--- src/rtl/serial_adder_pkg.sv ---
// Shared definitions for the bit-serial adder/subtractor: FSM state encodings and
// the width helper for the bit counter.
package serial_adder_pkg;

  localparam logic [1:0] ST_IDLE = 2'd0;
  localparam logic [1:0] ST_RUN  = 2'd1;
  localparam logic [1:0] ST_DONE = 2'd2;

  // The counter must reach W after the last bit, so it needs $clog2(W+1) bits.
  function automatic int unsigned cnt_width(input int unsigned w);
    return (w < 1) ? 1 : $clog2(w + 1);
  endfunction

endpackage

--- src/rtl/fa_cell.sv ---
// Combinational one-bit full adder; the only arithmetic in the serial adder.
module fa_cell (
  input  logic a,
  input  logic b,
  input  logic ci,
  output logic s,
  output logic co
);

  assign s  = a ^ b ^ ci;
  assign co = (a & b) | (ci & (a ^ b));

endmodule

--- src/rtl/serial_adder.sv ---
// Bit-serial adder/subtractor: one full-adder cell walks the operands LSB first over W
// cycles, with start/busy/done handshake and registered sum, carry-out and signed overflow.
module serial_adder
  import serial_adder_pkg::*;
#(
  parameter int unsigned W = 8
) (
  input  logic         clk,
  input  logic         rst,
  input  logic         start,
  input  logic         sub,
  input  logic         cin,
  input  logic [W-1:0] a,
  input  logic [W-1:0] b,
  output logic         busy,
  output logic         done,
  output logic [W-1:0] sum,
  output logic         cout,
  output logic         overflow
);

  localparam int unsigned CW = cnt_width(W);
  localparam logic [CW-1:0] LAST_BIT = CW'(W - 1);

  logic [1:0]    state_q, state_d;
  logic [CW-1:0] cnt_q;
  logic [W-1:0]  a_q, b_q, res_q, res_shift;
  logic          carry_q;
  logic [W-1:0]  sum_q;
  logic          cout_q, overflow_q;

  logic cell_s, cell_co;
  logic accept, running, last_bit;

  fa_cell u_cell (
    .a  (a_q[0]),
    .b  (b_q[0]),
    .ci (carry_q),
    .s  (cell_s),
    .co (cell_co)
  );

  // Start is only honoured outside RUN; a request while busy is simply dropped.
  assign accept   = start && (state_q != ST_RUN);
  assign running  = (state_q == ST_RUN);
  assign last_bit = running && (cnt_q == LAST_BIT);

  // New sum bit enters from the MSB side so the LSB-first stream lands in place.
  always_comb begin
    res_shift        = res_q >> 1;
    res_shift[W-1]   = cell_s;
  end

  always_comb begin
    state_d = state_q;
    case (state_q)
      ST_IDLE: if (accept) state_d = ST_RUN;
      ST_RUN:  if (last_bit) state_d = ST_DONE;
      ST_DONE: state_d = accept ? ST_RUN : ST_IDLE;
      default: state_d = ST_IDLE;
    endcase
  end

  always_ff @(posedge clk) begin
    if (rst) begin
      state_q    <= ST_IDLE;
      cnt_q      <= '0;
      a_q        <= '0;
      b_q        <= '0;
      res_q      <= '0;
      carry_q    <= 1'b0;
      sum_q      <= '0;
      cout_q     <= 1'b0;
      overflow_q <= 1'b0;
    end else begin
      state_q <= state_d;
      if (accept) begin
        // Subtraction is a + ~b + ~cin, so the borrow-in becomes an inverted carry-in.
        a_q     <= a;
        b_q     <= sub ? ~b : b;
        carry_q <= sub ? ~cin : cin;
        cnt_q   <= '0;
        res_q   <= '0;
      end else if (running) begin
        a_q     <= a_q >> 1;
        b_q     <= b_q >> 1;
        carry_q <= cell_co;
        res_q   <= res_shift;
        cnt_q   <= cnt_q + 1'b1;
        if (last_bit) begin
          sum_q      <= res_shift;
          cout_q     <= cell_co;
          overflow_q <= carry_q ^ cell_co;
        end
      end
    end
  end

  assign busy     = running;
  assign done     = (state_q == ST_DONE);
  assign sum      = sum_q;
  assign cout     = cout_q;
  assign overflow = overflow_q;

endmodule

--- config.mk ---
export PLATFORM = sky130hd
export DESIGN_NAME = serial_adder
export DESIGN_NICKNAME = d
export VERILOG_FILES = /design/src/rtl/serial_adder_pkg.sv /design/src/rtl/fa_cell.sv /design/src/rtl/serial_adder.sv
export SDC_FILE = /design/constraint.sdc
export NUM_CORES = 1
export LEC_CHECK = 0
export ABC_CLOCK_PERIOD_IN_PS = 1800
export BUFFER_PORTS_ARGS = -buffer_cell sky130_fd_sc_hd__buf_2
export CORE_ASPECT_RATIO = 1.1
export CORE_MARGIN = 3
export CORE_UTILIZATION = 54
export DETAILED_ROUTE_END_ITERATION = 8
export GPL_TIMING_DRIVEN = 0
export PLACE_DENSITY = 0.78
export SETUP_SLACK_MARGIN = 0.05
export SYNTH_ARGS = -nofsm -noshare
export SYNTH_HDL_FRONTEND = slang
export SYNTH_SLANG_ARGS = --single-unit
--- constraint.sdc ---
create_clock -name clk -period 1.8 [get_ports clk]
set_clock_uncertainty 0.15 [all_clocks]
set_input_delay 0.09 -clock clk [delete_from_list [all_inputs] [get_ports clk]]
set_output_delay 0.09 -clock clk [all_outputs]
set_load 0.05 [all_outputs]
==> results_dict.tcl <==
set metrics [dict create \
    crit_path_max_fanout 1 \
    vias 1576 \
    critPathRequiredTime_ns 1.89 \
    post-route-period-util_pct 94.7 \
    startpoint_type "input port" \
    slew_headroom_pct 66.1 \
    fill_cells 236 \
    wire_per_inst_um 13.6 \
    hp-start "start" \
    clkTransAtPathRegs_ns 0.11 \
    finalSetupViolCount 0 \
    yosysSeqAreaShare_pct 46.0 \
    ys_async_sr_fraction_pct 0 \
    sw_frac_of_total_pct 25.9 \
    drv_slew 0 \
    synth_flop_cell "dfxtp_1" \
    netlist_area_mm2 0.00174 \
    synth-seq-cells 40 \
    status "finished clean" \
    root_buffer "clkbuf_4" \
    p_clk_share_pct 27.1 \
    top_level_ports 33 \
    synth_top_cell_by_area "dfxtp_1" \
    dp_cells 263 \
    cap_violations 0 \
    vias_per_cell 5.42 \
    cp-end-kind "flop" \
    cts_tree "built" \
    multi_input_area_um2 836 \
    first_pass_iters 4 \
    drive_above_1_share_pct 21.4 \
    core-area_mm2 0.00307 \
    fmax_mhz 587 \
    drtAntennaViolNets 0 \
    gr-total-overflow 0 \
    port_buffers 30 \
    synthCells 199 \
    crit_arrival_ns 1.80 \
    final_nets 279 \
    die-area_mm2 0.00394 \
    tns_ns 0 \
    ir_drop_uv 636 \
    tightest_slew_ns 0.509 \
    grt_pass1_vias 1488 \
    clkLatencyLatePin_ns 0.34 \
    place.gp.congestion 0.751 \
    power.density_mw_per_mm2 769 \
    synthesis.nets 222 \
    dp_hpwl_mm 2.44 \
    grt_util_all_layers_pct 22.7 \
    fin_ws_ns 0.0956 \
    htree_levels 2 \
    drtIter0Drc 58 \
    pre_cts_ws_ns 0.288 \
    drc_errors 0 \
    wl_mm 3.97 \
    area_growth_pct 26.9 \
    seq_power_share_pct 55.8 \
    p_leak_uw 0.000911 \
    min_period_ns 1.70 \
    antenna_found_initial 0 \
    rows 21 \
    die_w_um 60.2 \
    cts_setup_buffers 0 \
    seq_area_um2 802 \
    layout_commonest_cell "dfxtp_1" \
    cts_made_buffers 5 \
    initial_core_util_pct 56.7 \
    ctsLongestPathBuffers 2 \
    worstSetupPathType "in -> reg" \
    final_util_pct 71.9 \
    rsz0062_at_grt "true" \
    layout_common_cells "dfxtp_1 (39), buf_2 (38), a21oi_1 (27)" \
    internal-power_uw 1260 \
    synth_edf_count 0 \
    combPwrFrac_pct 17.0 \
    syn_avg_cell_area_um2 8.75 \
    synth_top_area_share_pct 46.0 \
    diodes 0 \
    synthDistinctLibCells 27 \
    grt_max_degree 12 \
    yosysWarnings 0 \
    reg2reg_from "state_q[1]" \
    p_switching_uw 440 \
    cts_num_sinks 40 \
    finalNonFillerCells 291 \
    min_path_type "in -> reg" \
    yosys-top-cells-area "dfxtp_1 (46%), a21oi_1 (8.0%), xnor2_1 (5.5%)" \
    hold_viol 0 \
    die_h_um 65.6 \
    crit_start "b[7]" \
    grt_pass1_wl_mm 6.71 \
]
## flip-flops by register name, indices dropped and copies added (netlist names)
| signal | flops |
|---|---|
| a_q | 8 |
| b_q | 8 |
| sum | 8 |
| res_q | 7 |
| cnt_q | 4 |
| state_q | 2 |
| carry_q | 1 |
| cout | 1 |
| overflow | 1 |
## synthesized netlist by cell type (2+ instances only)
cell type,n
clkbuf_1,3
nand3b_1,2
a211oi_1,7
a211o_1,8
dfxtp_1,40
nor2b_1,2
nor2_1,19
buf_6,2
a21oi_1,28
buf_2,9
o21ai_0,10
xnor2_1,11
mux2i_1,8
nor3_1,2
buf_4,4
nand2_1,24
nand3_1,10
## per-layer routing
layer  GRT usage [%]  wire, µm
met1            27.7      1630
met2            36.1      1990
met3            6.88       216
met4            10.2       127
met5               0         0
## metrics by stage
step                power, µW  hold WS [ns]  instance area (µm²)
finish                   1700        0.0246                 2210
global route             1790        0.0153                 2210
CTS                      1700      0.000165                 2190
detailed placement       1210         0.231                 1930
global placement         1210         0.228                 1930
floorplan                1150        0.0962                 1740
## worst max-delay path, stage by stage
cell and delay, ns:
dlygate4sd3_1 0.53, buf_2 0.12, xnor2_1 0.12, dlygate4sd3_1 0.59, a2111oi_2 0.35
## worst paths after layout
kind | slack (ns) | depth (start not counted) | to
worst max-delay path | 0.1 | 5 | b_q[7]
worst min-delay path | 0.02 | 4 | b_q[4]
worst max register to register | 0.11 | 5 | cnt_q[1]
worst min register to register | 0.31 | 2 | b_q[4]
## cells by family after synthesis
family                     after synthesis  share of synthesized area (%)
and+or+nand+nor                         62                           15.5
AOI/OAI and AO/OA                       56                           19.4
DFF                                     40                           46.0
buffers and inverters                   19                           6.61
xor gates and xnor gates                12                           6.03
muxes                                    8                           4.60
adders and majority gates                2                           1.87
## timing repair
item | 4_1_cts | 5_1_grt
endpoints found under the setup margin | 1 | 3
hold endpoints to repair | 17 | 1
resized for setup | 1 | 5
hold buffers | 19 | 1
## power by group through the flow
stage	clock network (µW)	registers [µW]	logic, µW
CTS	475	949	278
global placement	0	968	240
finish	461	949	289
floorplan	0	963	183
global route	516	954	319
detailed placement	0	969	243
## cell type report
cell class | instances | area share (%)
tap | 34 | 1.92
timing repair buffer | 50 | 16.1
multi-input combinational | 140 | 37.8
inverter | 1 | 0.283
clock buffer | 8 | 2.66
sequential | 40 | 36.3
buffer | 18 | 4.92
Power figures use the tool's default switching activity.
